File: src/rtl/uart_tx16_if.sv
// ---------------------------------------------------------------------------
// uart_tx16_if
// Purpose : groups the load handshake and serial outputs of uart_tx16.
// Signals : I     [15:0] word to transmit (master -> slave)
//           En           load request     (master -> slave)
//           Ready        idle / can accept a word (slave -> master)
//           TX           serial line, idle high   (slave -> master)
//           Done         one-cycle end-of-word pulse (slave -> master)
// ---------------------------------------------------------------------------
interface uart_tx16_if;
  logic [15:0] I;
  logic        En;
  logic        Ready;
  logic        TX;
  logic        Done;

  modport master (output I, output En, input Ready, input TX, input Done);
  modport slave  (input I, input En, output Ready, output TX, output Done);
endinterface

File: src/rtl/uart_tx16.sv
// ---------------------------------------------------------------------------
// uart_tx16
// Purpose : sends one 16-bit word as two UART frames (low byte first) on a
//           single line, with a Ready/En load handshake and a Done pulse.
// Ports   : CLK    system clock, rising edge
//           CLR_n  asynchronous active-low reset
//           bus    uart_tx16_if.slave (I, En in; Ready, TX, Done out)
// Params  : CLK_DIV  clock cycles per serial bit (2..65535)
// Options : define UART_TX16_PARITY_EN to insert an even-parity bit after
//           data bit 7 of each byte (8E1 framing instead of 8N1).
// ---------------------------------------------------------------------------
module uart_tx16 #(
  parameter int CLK_DIV = 16
) (
  input  logic         CLK,
  input  logic         CLR_n,
  uart_tx16_if.slave   bus
);

  typedef enum logic [2:0] {
    S_IDLE  = 3'd0,
    S_START = 3'd1,
    S_DATA  = 3'd2,
`ifdef UART_TX16_PARITY_EN
    S_PAR   = 3'd4,
`endif
    S_STOP  = 3'd3
  } state_t;

  localparam logic [15:0] LP_TMAX = 16'(CLK_DIV - 1);

  state_t      r_state;
  logic [15:0] r_timer;
  logic [2:0]  r_idx;
  logic        r_bsel;
  logic [15:0] r_hold;
  logic        r_tx;
  logic        r_ready;
  logic        r_done;

  state_t      w_state_nxt;
  logic [15:0] w_timer_nxt;
  logic [2:0]  w_idx_nxt;
  logic        w_bsel_nxt;
  logic [15:0] w_hold_nxt;
  logic        w_tx_nxt;
  logic        w_ready_nxt;
  logic        w_done_nxt;
  logic        w_bit_end;
  logic [7:0]  w_byte_nxt;

  // Even-parity helper: XOR of all data bits of one byte.
  function automatic logic even_parity(input logic [7:0] b);
    return ^b;
  endfunction

  assign w_bit_end = (r_timer == LP_TMAX);

  // Next-state, bit timer and handshake flag logic.
  always_comb begin
    w_state_nxt = r_state;
    w_timer_nxt = w_bit_end ? 16'd0 : (r_timer + 16'd1);
    w_idx_nxt   = r_idx;
    w_bsel_nxt  = r_bsel;
    w_hold_nxt  = r_hold;
    w_ready_nxt = 1'b0;
    w_done_nxt  = 1'b0;
    case (r_state)
      S_IDLE: begin
        w_timer_nxt = 16'd0;
        if (bus.En) begin
          w_hold_nxt  = bus.I;
          w_bsel_nxt  = 1'b0;
          w_idx_nxt   = 3'd0;
          w_state_nxt = S_START;
          w_ready_nxt = 1'b0;
        end else begin
          w_ready_nxt = 1'b1;
        end
      end
      S_START: begin
        if (w_bit_end) begin
          w_state_nxt = S_DATA;
          w_idx_nxt   = 3'd0;
        end else begin
          w_state_nxt = S_START;
        end
      end
      S_DATA: begin
        if (w_bit_end) begin
          if (r_idx == 3'd7) begin
`ifdef UART_TX16_PARITY_EN
            w_state_nxt = S_PAR;
`else
            w_state_nxt = S_STOP;
`endif
          end else begin
            w_idx_nxt = r_idx + 3'd1;
          end
        end else begin
          w_state_nxt = S_DATA;
        end
      end
`ifdef UART_TX16_PARITY_EN
      S_PAR: begin
        if (w_bit_end) begin
          w_state_nxt = S_STOP;
        end else begin
          w_state_nxt = S_PAR;
        end
      end
`endif
      S_STOP: begin
        if (w_bit_end) begin
          if (!r_bsel) begin
            // High byte follows immediately, no idle gap.
            w_bsel_nxt  = 1'b1;
            w_state_nxt = S_START;
          end else begin
            w_state_nxt = S_IDLE;
            w_ready_nxt = 1'b1;
            w_done_nxt  = 1'b1;
          end
        end else begin
          w_state_nxt = S_STOP;
        end
      end
      default: begin
        w_state_nxt = S_IDLE;
        w_timer_nxt = 16'd0;
        w_ready_nxt = 1'b1;
      end
    endcase
  end

  // Line level for the coming cycle, derived from next state so TX is a flop.
  always_comb begin
    w_byte_nxt = w_bsel_nxt ? w_hold_nxt[15:8] : w_hold_nxt[7:0];
    w_tx_nxt   = 1'b1;
    case (w_state_nxt)
      S_IDLE:  w_tx_nxt = 1'b1;
      S_START: w_tx_nxt = 1'b0;
      S_DATA:  w_tx_nxt = w_byte_nxt[w_idx_nxt];
`ifdef UART_TX16_PARITY_EN
      S_PAR:   w_tx_nxt = even_parity(w_byte_nxt);
`endif
      S_STOP:  w_tx_nxt = 1'b1;
      default: w_tx_nxt = 1'b1;
    endcase
  end

  // State and output registers; reset forces the line to mark at once.
  always_ff @(posedge CLK or negedge CLR_n) begin
    if (!CLR_n) begin
      r_state <= S_IDLE;
      r_timer <= 16'd0;
      r_idx   <= 3'd0;
      r_bsel  <= 1'b0;
      r_hold  <= 16'd0;
      r_tx    <= 1'b1;
      r_ready <= 1'b1;
      r_done  <= 1'b0;
    end else begin
      r_state <= w_state_nxt;
      r_timer <= w_timer_nxt;
      r_idx   <= w_idx_nxt;
      r_bsel  <= w_bsel_nxt;
      r_hold  <= w_hold_nxt;
      r_tx    <= w_tx_nxt;
      r_ready <= w_ready_nxt;
      r_done  <= w_done_nxt;
    end
  end

  assign bus.TX    = r_tx;
  assign bus.Ready = r_ready;
  assign bus.Done  = r_done;

endmodule

File: src/flat_wrapper.sv
// flat-port wrapper written by rule: the top's interface ports become plain ports
module uart_tx16_flat 
#(
  parameter int CLK_DIV = 16
)
  (CLK, CLR_n, bus_I, bus_En, bus_Ready, bus_TX, bus_Done);
  uart_tx16_if bus_i ();
  input  logic CLK;
  input  logic CLR_n;
  input wire logic [$bits(bus_i.I)-1:0] bus_I;
  input wire logic [$bits(bus_i.En)-1:0] bus_En;
  output wire logic [$bits(bus_i.Ready)-1:0] bus_Ready;
  output wire logic [$bits(bus_i.TX)-1:0] bus_TX;
  output wire logic [$bits(bus_i.Done)-1:0] bus_Done;
  assign bus_i.I = bus_I;
  assign bus_i.En = bus_En;
  assign bus_Ready = bus_i.Ready;
  assign bus_TX = bus_i.TX;
  assign bus_Done = bus_i.Done;
  uart_tx16 #(.CLK_DIV(CLK_DIV)) u_core (.CLK(CLK), .CLR_n(CLR_n), .bus(bus_i));
endmodule
File: config.mk
export PLATFORM = sky130hd
export DESIGN_NAME = uart_tx16_flat
export DESIGN_NICKNAME = d
export VERILOG_FILES = /design/src/rtl/uart_tx16_if.sv /design/src/rtl/uart_tx16.sv /design/src/flat_wrapper.sv
export SDC_FILE = /design/constraint.sdc
export NUM_CORES = 1
export LEC_CHECK = 0
export ABC_AREA = 1
export BUFFER_PORTS_ARGS = -buffer_cell sky130_fd_sc_hd__buf_2
export CAP_MARGIN = 25
export CELL_PAD_IN_SITES_DETAIL_PLACEMENT = 1
export CELL_PAD_IN_SITES_GLOBAL_PLACEMENT = 1
export CORE_MARGIN = 2
export CORE_UTILIZATION = 49
export CTS_BUF_LIST = sky130_fd_sc_hd__clkbuf_4 sky130_fd_sc_hd__clkbuf_8
export DETAILED_ROUTE_END_ITERATION = 10
export HOLD_SLACK_MARGIN = 0.15
export PLACE_DENSITY_LB_ADDON = 0.1
export SYNTH_ARGS = -nofsm -noshare
export SYNTH_HDL_FRONTEND = slang
export SYNTH_SLANG_ARGS = --single-unit
File: constraint.sdc
create_clock -name CLK -period 3.8 [get_ports CLK]
set_input_delay 0.95 -clock CLK [delete_from_list [all_inputs] [get_ports CLK]]
set_output_delay 0.95 -clock CLK [all_outputs]
set_load 0.005 [all_outputs]
; Word-level counts from Yosys, hierarchy flattened
; Index checks and enable logic that the tools add are counted.
[op_classes]
n_lt_le_gt_ge = 1
n_mux = 28
addsub = 2
reduce_logical = 3
n_eq_ne = 7
[ops]
columns = operator, count
row1 = $mux W16, 4
row2 = $mux W3, 7
row3 = $add A16 B1 Y16 const B, 1
row4 = $eq A16 B4 Y1 const B, 1
row5 = $pmux W3 S4, 1
row6 = $eq A3 B2 Y1 const B, 3
row7 = $pmux W3 S3, 1
row8 = $mux W1, 8
row9 = $mux W8, 1
row10 = $eq A3 B1 Y1 const B, 2
row11 = $lt A3 B4 Y1 const B, 1
row12 = $mux W2, 2
row13 = $pmux W1 S2, 2
row14 = $add A3 B1 Y3 const B, 1
row15 = $bmux W1 S3, 1
row16 = $eq A3 B3 Y1 const B, 1
row17 = $logic_not A3 Y1, 1
row18 = $pmux W1 S3, 1
row19 = $reduce_or A3 Y1, 1
row20 = $reduce_or A2 Y1, 1
[totals]
ff_bits = 42
word_cells = 49
inputBits = 19

; Logic depth before layout (Yosys ltp)
; Gate-level depths: netlist of the first run.
[depth]
word_depth = 7
mapped_depth = 15
mapped_depth_nobuf = 14

; Worst setup path before layout of the first run
; OpenSTA, ideal clock, no wires.
[synth_path]
kind = in2reg
start = input port bus_En
end = register u_core.r_tx, in the netlist u_core.bus.TX
setup_time_ns = 0.078
path_slack_ns = 1.870
stages = 12
arrival_ns = 1.852
path_cell_list = nand3_2 > buf_6 > inv_4 > buf_6 > o21ai_1 > nand2_1 > o21ai_1 > nand2_1 > nand3_1 > nand3_1 > nand3_1 > nand2_1
[synth_via]
elab_chain_cells = 6
[synth_lines]
columns = item, line_no
row1 = start: declaration, flat_wrapper.sv:11  ; input wire logic [$bits(bus_i.En)-1:0] bus_En;
row2 = $mux W1 or $mux W16 (tied branches), uart_tx16.sv:71  ; if (bus.En) begin
row3 = $pmux W1 S2 or $mux W16 (tied branches), uart_tx16.sv:68  ; case (r_state)
row4 = $mux W8, uart_tx16.sv:138  ; w_byte_nxt = w_bsel_nxt ? w_hold_nxt[15:8] : w_hold_nxt[7:0];
row5 = $bmux W1 S3, uart_tx16.sv:143  ; S_DATA: w_tx_nxt = w_byte_nxt[w_idx_nxt];
row6 = $mux W1 (not written as such), uart_tx16.sv:143
row7 = $pmux W1 S2 *, uart_tx16.sv:140  ; case (w_state_nxt)
row8 = named net u_core.w_tx_nxt, uart_tx16.sv:46  ; logic w_tx_nxt;
row9 = end signal: assignment, uart_tx16.sv:169  ; r_tx <= w_tx_nxt;
row10 = end: declaration, uart_tx16.sv:37  ; logic r_tx;
; The timed path passes the listed nets; every way through them passes the cells marked *. The select of a mux whose other input is x is not followed.

; Worst setup path in the final report of the first run
; Ends and elaborated chain as after synthesis.

==> run metrics, run 1 <==
status finished, final reports clean; Yosys cell types 38; CTS buffer count 5; Yosys reg bits 42; CP max stage cell nand3_2; Die Wd 72.6 um; power share of the combinational group 0.134; CP most frequent cell nand2_1; crit-path cells buf_2 > nand3_2 > nand2_1 > nand2_4 > nand2_4 > nand2_1 > o21ai_1 > nand2_1 > nand3_1 > nand3_1 > nand3_1 > nand2_1; total track usage 0.220; Leakage 1.30 nW; GPL Wtd Cong 0.834; Synth Net Count 299; setup tns final 0 ns; TritonRoute pass-1 iters 4; post-synthesis sequential area ratio 0.457; R2R cell count 12; antenna violations before repair 0; worst hold path class reg2reg; commonest non-fill, non-tap cell in the layout nand2_1; GRT Residual Overflow 0; post-CTS setup buffer count 0; Max Clock Freq 449 MHz; Max-slew headroom 0.536; clk sinks 42; die area 5270 um2; Worst Path Buf+Inv 1; Sequential Power Share 0.539; Total Wirelength 5.08 mm; Layout area overhead 10.3%; via/cell ratio 5.20; ANT cells 0; io pins 22; final hold violation count 0; mapped cell area 2310 um2; WHS 0.472 ns; Clk pin slew, worst setup/hold paths 0.08 ns; RR Startpoint u_core.r_state[1]; Slew Viols, Final 0; pin count of the biggest net entering global routing 43; layout cells sized above 1 0.211; Max VDD drop 219 uV; clock network power share 0.328; yosys synthesis warning count 0; NetSw 241 uW; Worst Setup Start Kind input port; Final Skew 0.00872 ns; RR Endpoint u_core.bus.TX; CP delay by family, top simple AND/OR/NAND/NOR gates; Net Sw Frac 0.260; Initial Utilization 0.519; Synth Area per Inst 8.29 um2; CP endpoint u_core.bus.TX; CTS resizes 0; Crit path arrival time 2.45 ns; global-route wire length before repair 8.96 mm; reg2reg setup slack 1.69 ns; Tmin final 2.23 ns; vias in the first global route 1,964; most frequent cells in the layout 80 x nand2_1, 40 x dfrtp_1, 29 x inv_1; Yosys top cell area share 0.434; die height 72.6 um; Vias 1,847; clock root buffer clkbuf_8; CP Capture Type flop; row count 24; Max clock buf depth 2; Hold Buf Count CTS 0; clock latency on the worst-skew pair 0.29 ns; Max FO, Critical Path 20; CP Depth 12; measured slew at the worst slew-check pin 0.691 ns; CTS H-tree depth 2; Cell Count, Final, Fillers Out 355; core box area 4440 um2; final setup fails 0; dpl cells 346; DRT iter0 DRCs 75; ranking of synthesized cells by area dfrtp_1 43%, nand2_1 13%, nand3_1 5.2%, inv_1 4.7%, nor2_1 3.4%; Setup CP Type in2reg; max-cap check violation count 0; DRC 0; CP startpoint bus_En; Avg WL per Cell 14.3 um; DRT antenna net count 0; cell taking the most area after synthesis dfrtp_1; period utilization 0.586; PD cells 364 nW/um2; TritonCTS clock tree done; WP data required 4.03 ns; CP max stage delay 0.37 ns; final net count 323; Detailed Place HPWL 3.84 mm; number of port buffers 21; Cells after Synth 278; Pint 684 uW; RSZ-0062 raised after global routing no
==> sequential cells by signal, summed over array words and instances (netlist names) <==
signal and cells:
u_core.bus.Done 1, u_core.bus.Ready 1, u_core.bus.TX 1, u_core.r_bsel 1, u_core.r_hold 16, u_core.r_idx 3, u_core.r_state 3, u_core.r_timer 16
==> synth_stat cells <==
library cell  count
a211oi_1          1
a21oi_1           4
and3_1            1
buf_6             5
conb_1            1
dfrtp_1          40
dfstp_2           2
ha_1              2
inv_1            29
inv_2             1
inv_4             1
nand2_1          80
nand2_2           5
nand2_4           3
nand2_8           1
nand3_1          24
nand3_2           4
nand3_4           1
nand3b_1          1
nand4_1           4
nand4_2           1
nor2_1           21
nor2_2            7
nor2_4            3
nor3_1            5
nor3_2            1
nor3b_1           5
nor3b_2           1
nor4_1            1
nor4_2            1
o21ai_0           3
o21ai_1           6
o21ai_2           2
o22ai_1           1
or2_0             3
or2_1             1
xnor2_1           3
xor2_1            3
==> power groups by stage <==
stage | clock [mW] | sequential (mW) | combinational (mW)
detailed placement | 0 | 0.507 | 0.120
global placement | 0 | 0.506 | 0.118
finish | 0.303 | 0.498 | 0.123
floorplan | 0 | 0.504 | 0.0828
CTS | 0.311 | 0.498 | 0.122
global route | 0.327 | 0.502 | 0.145
==> worst min path at each step <==
stage,startpoint,endpoint,slack (ns),depth (start not counted)
3_3_place_gp,u_core.r_timer[0],u_core.r_timer[0],0.45,1
4_1_cts,u_core.r_timer[0],u_core.r_timer[0],0.47,1
3_5_place_dp,u_core.r_timer[0],u_core.r_timer[0],0.46,1
2_1_floorplan,u_core.r_timer[0],u_core.r_timer[0],0.43,1
6_report,u_core.r_timer[0],u_core.r_timer[0],0.47,1
5_1_grt,u_core.r_timer[0],u_core.r_timer[0],0.50,1
==> cell type report <==
type | count | area (um2)
flip-flops and latches | 42 | 1050
repair buffers | 22 | 133
clock inverters | 1 | 5.00
inverters | 31 | 119
clock buffers | 7 | 90.1
multi-input cells | 200 | 1080
well taps | 52 | 65.1
fillers | 567 | 1900
==> kinds of logic after synthesis <==
| group | share of synthesized area |
|---|---|
| simple gates | 0.390 |
| compound gates | 0.0418 |
| other cells | 0.00163 |
| flops | 0.457 |
| fa+ha+maj | 0.0109 |
| buf+inv | 0.0760 |
| xor+xnor | 0.0228 |
==> routing by layer <==
layer	wire (um)	vias up	track usage
met5	0	-	0
met1	2500	887	0.312
met4	51	0	0.0679
li1	-	931	-
met2	2380	24	0.344
met3	154	5	0.0387
==> per-stage QoR <==
stage | power, mW | area [um2] | util | setup WS [ns]
after detailed placement | 0.627 | 2420 | 0.544 | 1.27
after CTS | 0.931 | 2510 | 0.566 | 1.56
after global placement | 0.624 | 2420 | 0.544 | 1.32
after floorplan | 0.586 | 2310 | - | 1.87
final | 0.924 | 2540 | 0.572 | 1.57
after global routing | 0.973 | 2540 | 0.572 | 1.38
Note: power is estimated with default switching activity, not from simulation.
==> run 2: changes to the inputs <==
--- a/config.mk
+++ b/config.mk
@@ -11,7 +11,7 @@
 export CELL_PAD_IN_SITES_DETAIL_PLACEMENT = 1
 export CELL_PAD_IN_SITES_GLOBAL_PLACEMENT = 1
 export CORE_MARGIN = 2
-export CORE_UTILIZATION = 49
+export CORE_UTILIZATION = 46
 export CTS_BUF_LIST = sky130_fd_sc_hd__clkbuf_4 sky130_fd_sc_hd__clkbuf_8
 export DETAILED_ROUTE_END_ITERATION = 10
 export HOLD_SLACK_MARGIN = 0.15
==> constraint.sdc (replaced) <==
create_clock -name CLK -period 2.2 [get_ports CLK]
set_input_delay 0.55 -clock CLK [delete_from_list [all_inputs] [get_ports CLK]]
set_output_delay 0.55 -clock CLK [all_outputs]
set_load 0.005 [all_outputs]
==> run metrics, run 2 (synthesized netlist as in run 1, its figures left out) <==
status finished, final reports clean; number of port buffers 21 (unchanged); fillers 612 (+7.9%); Max FO, Critical Path 12 (-40%); crit-path cells nor2_4 > nand3_2 > nand2_1 > nand2_4 > nand2_4 > nand2_1 > o21ai_1 > nand2_1 > nand3_1 > nand3_1 > nand3_1 > nand2_1; final instance area 2560 um2 (+0.54%); Total Wirelength 5.17 mm (+1.8%); io pins 22 (unchanged); Vias 1,864 (+0.92%); Detailed Place HPWL 3.93 mm (+2.4%); antenna violations before repair 0 (unchanged); layout cells sized above 1 0.216 (+0.00517); global-route wire length before repair 9.12 mm (+1.8%); R2R cell count 12 (unchanged); setup tns final 0 ns (unchanged); WHS 0.330 ns (-0.142 ns); Post-Place Worst Slack 0.195 ns (-1.07 ns); GPL Wtd Cong 0.783 (-6.1%); die height 74.8 um (+3.0%); Final Skew 0.0114 ns (+0.00267 ns); RR Endpoint u_core.bus.TX; most frequent cells in the layout 80 x nand2_1, 40 x dfrtp_1, 29 x inv_1; Area after DPL 2460 um2 (+1.7%); CP delay by family, top simple AND/OR/NAND/NOR gates; CTS H-tree depth 2 (unchanged); Hold Buf Count CTS 0 (unchanged); Clk pin slew, worst setup/hold paths 0.08 ns (about the same); Setup WS post-layout 0.257 ns (-1.32 ns); register area 1050 um2 (unchanged); max-cap check violation count 0 (unchanged); Slew Viols, Final 0 (unchanged); Max VDD drop 284 uV (+30%); final hold violation count 0 (unchanged); commonest non-fill, non-tap cell in the layout nand2_1; ANT cells 0 (unchanged); measured slew at the worst slew-check pin 0.544 ns (-0.147 ns); Die Wd 74.8 um (+3.0%); final core occ 0.534 (-0.0380); Worst Setup Start Kind flop; Max-slew headroom 0.637 (+0.101); GRT Residual Overflow 0 (unchanged); Tmin final 1.94 ns; Avg WL per Cell 13.9 um (-2.9%); Max Clock Freq 515 MHz; post-CTS setup buffer count 0 (unchanged); Regs by FF count u_core.r_hold x16, u_core.r_timer x16; reg2reg setup slack 0.26 ns (-1.43 ns); Worst Path Buf+Inv 0 (-1); clock root buffer clkbuf_8; Setup CP Type reg2reg; Leakage 1.30 nW (about the same); CP max stage cell dfrtp_1; worst hold path class in2async; final net count 325 (+0.62%); dpl cells 364 (+5.2%); WP data required 2.42 ns (-1.61 ns); Cell Count, Final, Fillers Out 372 (+4.8%); RR Startpoint u_core.r_state[1]; DRT iter0 DRCs 57 (-24%); DRT antenna net count 0 (unchanged); core box area 4790 um2 (+7.7%); period utilization 0.883; via/cell ratio 5.01 (-3.7%); PD cells 625 nW/um2 (+72%); TritonRoute pass-1 iters 4 (unchanged); Pwr Total 1.60 mW (+73%); Layout area overhead 10.9%; CP max stage delay 0.47 ns (+0.10 ns); DRC 0 (unchanged); Initial Utilization 0.482 (-0.0370); die area 5600 um2 (+6.2%); Crit path arrival time 2.16 ns (-0.29 ns); CTS buffer count 5 (unchanged); clock latency on the worst-skew pair 0.29 ns (about the same); TritonCTS clock tree done; clk sinks 42 (unchanged); CTS resizes 0 (unchanged); CP Capture Type flop; total track usage 0.214 (-0.00560); vias in the first global route 1,980 (+0.81%); row count 25 (+4.2%); RSZ-0062 raised after global routing no; Max clock buf depth 2 (unchanged); final setup fails 0 (unchanged); area of the multi-input gates 1080 um2 (unchanged); CP most frequent cell nand2_1; pin count of the biggest net entering global routing 43 (unchanged)
==> run 2: cell type report <==
| cell class | instances | share of cell area |
|---|---|---|
| clock buffer | 7 | 0.0352 |
| multi-input combinational | 200 | 0.421 |
| timing repair buffer | 24 | 0.0499 |
| tap | 67 | 0.0328 |
| inverter | 31 | 0.0465 |
| clock inverter | 1 | 0.00196 |
| sequential | 42 | 0.412 |
==> run 2: worst max-delay path by stage <==
stage,startpoint,endpoint,cells past startpoint
final,u_core.r_state[1],u_core.bus.TX,12
after global placement,bus_En,u_core.bus.TX,12
after CTS,u_core.r_state[1],u_core.bus.TX,12
after floorplan,u_core.r_timer[0],u_core.bus.TX,13
after global routing,u_core.r_state[1],u_core.bus.TX,12
after detailed placement,bus_En,u_core.bus.TX,12
==> run 2: where the power goes <==
| group | total, mW | leakage, nW | switching [mW] | internal [mW] |
|---|---|---|---|---|
| Combinational | 0.212 | 0.705 | 0.135 | 0.0775 |
| Clock | 0.524 | 0.0517 | 0.259 | 0.266 |
| Sequential | 0.861 | 0.544 | 0.0234 | 0.837 |
| Total | 1.60 | 1.30 | 0.417 | 1.18 |
==> run 2: routing by layer <==
layer	up-vias	share of wire	track usage
met2	23	0.48	0.352
met4	0	0.0064	0.0595
met3	4	0.026	0.0335
met5	-	0	0
li1	934	-	-
met1	903	0.49	0.296
==> run 3: changes to the inputs <==
--- a/config.mk
+++ b/config.mk
@@ -15,7 +15,7 @@
 export CTS_BUF_LIST = sky130_fd_sc_hd__clkbuf_4 sky130_fd_sc_hd__clkbuf_8
 export DETAILED_ROUTE_END_ITERATION = 10
 export HOLD_SLACK_MARGIN = 0.15
-export PLACE_DENSITY_LB_ADDON = 0.1
+export PLACE_DENSITY = 0.84
 export SYNTH_ARGS = -nofsm -noshare
 export SYNTH_HDL_FRONTEND = slang
 export SYNTH_SLANG_ARGS = --single-unit
==> run metrics, run 3 (synthesized netlist as in run 1, its figures left out) <==
WP data required 2.43 ns (about the same); status finished, final reports clean; final instance area 2550 um2 (-0.15%); Regs by FF count u_core.r_hold x16, u_core.r_timer x16; io pins 22 (unchanged); CTS H-tree depth 2 (unchanged); RR Startpoint u_core.r_state[1]; clock root buffer clkbuf_8; Area after DPL 2470 um2 (+0.31%); worst hold path class in2async; via/cell ratio 5.03 (+0.43%); TritonCTS clock tree done; Max VDD drop 380 uV (+34%); antenna violations before repair 0 (unchanged); Worst Setup Start Kind flop; max-cap check violation count 0 (unchanged); GPL Wtd Cong 0.875 (+12%); core box area 4790 um2 (unchanged); setup tns final 0 ns (unchanged); Final Skew 0.00505 ns (-0.00635 ns); die height 74.8 um (unchanged); final net count 326 (+0.31%); register area 1050 um2 (unchanged); Avg WL per Cell 13.9 um (-0.12%); DRT iter0 DRCs 84 (+47%); Slew Viols, Final 0 (unchanged); ANT cells 0 (unchanged); Clk pin slew, worst setup/hold paths 0.08 ns (about the same); GRT Residual Overflow 0 (unchanged); final setup fails 0 (unchanged); DRT antenna net count 0 (unchanged); period utilization 0.865 (-0.0182); Initial Utilization 0.482 (unchanged); CTS resizes 0 (unchanged); row count 25 (unchanged); Tmin final 1.90 ns (-0.0401 ns); Max Clock Freq 526 MHz (+2.1%); total track usage 0.219 (+0.00446); die area 5600 um2 (unchanged); Leakage 1.30 nW (-0.13%); Setup CP Type reg2reg; fillers 595 (-2.8%); final hold violation count 0 (unchanged); Layout area overhead 10.7%; Detailed Place HPWL 4.04 mm (+2.8%); Max FO, Critical Path 13 (+1); most frequent cells in the layout 80 x nand2_1, 40 x dfrtp_1, 29 x inv_1; layout cells sized above 1 0.216 (unchanged); vias in the first global route 1,993 (+0.66%); post-CTS setup buffer count 0 (unchanged); R2R cell count 12 (unchanged); PD cells 616 nW/um2 (-1.4%); pin count of the biggest net entering global routing 17 (-60%); Total Wirelength 5.17 mm (-0.12%); reg2reg setup slack 0.30 ns (+0.04 ns); area of the multi-input gates 1080 um2 (unchanged); Vias 1,872 (+0.43%); Hold Buf Count CTS 0 (unchanged); clk sinks 42 (unchanged); Crit path arrival time 2.13 ns (-0.03 ns); RR Endpoint u_core.bus.TX; global-route wire length before repair 9.28 mm (+1.7%); TritonRoute pass-1 iters 4 (unchanged); CTS buffer count 5 (unchanged); DRC 0 (unchanged); Max clock buf depth 2 (unchanged); commonest non-fill, non-tap cell in the layout nand2_1; CP Capture Type flop; RSZ-0062 raised after global routing no; number of port buffers 21 (unchanged); WHS 0.153 ns (-0.177 ns); Die Wd 74.8 um (unchanged); clock latency on the worst-skew pair 0.29 ns (about the same)
[run 3: metal layers]
layer  wire (um)  up-vias  track usage  share of wire
met3         153        5       0.0402          0.030
met2        2390       24        0.344           0.46
met1        2570      910        0.314           0.50
met5           0        -            0              0
li1            -      933            -              -
met4          51        0       0.0575         0.0099
[run 3: critical path: stages, from the launching register on]
cell and delay (ns):
dfrtp_1 0.47, nor2_4 0.16, nand3_2 0.26, nand2_1 0.20, nand2_4 0.10, nand2_4 0.15, nand2_1 0.07, o21ai_1 0.09
nand2_1 0.07, nand3_1 0.08, nand3_1 0.08, nand3_1 0.07, nand2_1 0.05
[run 3: area by class of cell]
type                       count  share of cell area
sequential                    42               0.413
multi-input combinational    200               0.422
clock buffer                   7              0.0328
inverter                      31              0.0466
timing repair buffer          25              0.0529
tap                           67              0.0328
[run 3: worst max path at each step]
stage	slack, ns	to	from
final	0.30	u_core.bus.TX	u_core.r_state[1]
after global routing	0.1	u_core.bus.TX	u_core.r_state[1]
after CTS	0.28	u_core.bus.TX	u_core.r_state[1]
after detailed placement	0.24	u_core.bus.TX	bus_En
after global placement	0.27	u_core.bus.TX	bus_En
after floorplan	0.55	u_core.bus.TX	u_core.r_timer[0]
[run 3: power breakdown]
group          total (mW)  internal [mW]  leakage [nW]  switching (mW)
combinational       0.216         0.0785         0.710           0.137
clock               0.497          0.244        0.0452           0.253
sequential          0.860          0.837         0.544          0.0231
total                1.57           1.16          1.30           0.414
[run 3: metrics by stage]
stage          worst slack, ns   util  instances  total power, mW
6_report                 0.297  0.533        372             1.57
5_1_grt                 0.0999  0.533        372             1.67
4_1_cts                  0.279  0.533        372             1.59
3_5_place_dp             0.243  0.516        365             1.09
3_3_place_gp             0.268  0.516        365             1.08
2_1_floorplan            0.552      -        278             1.01
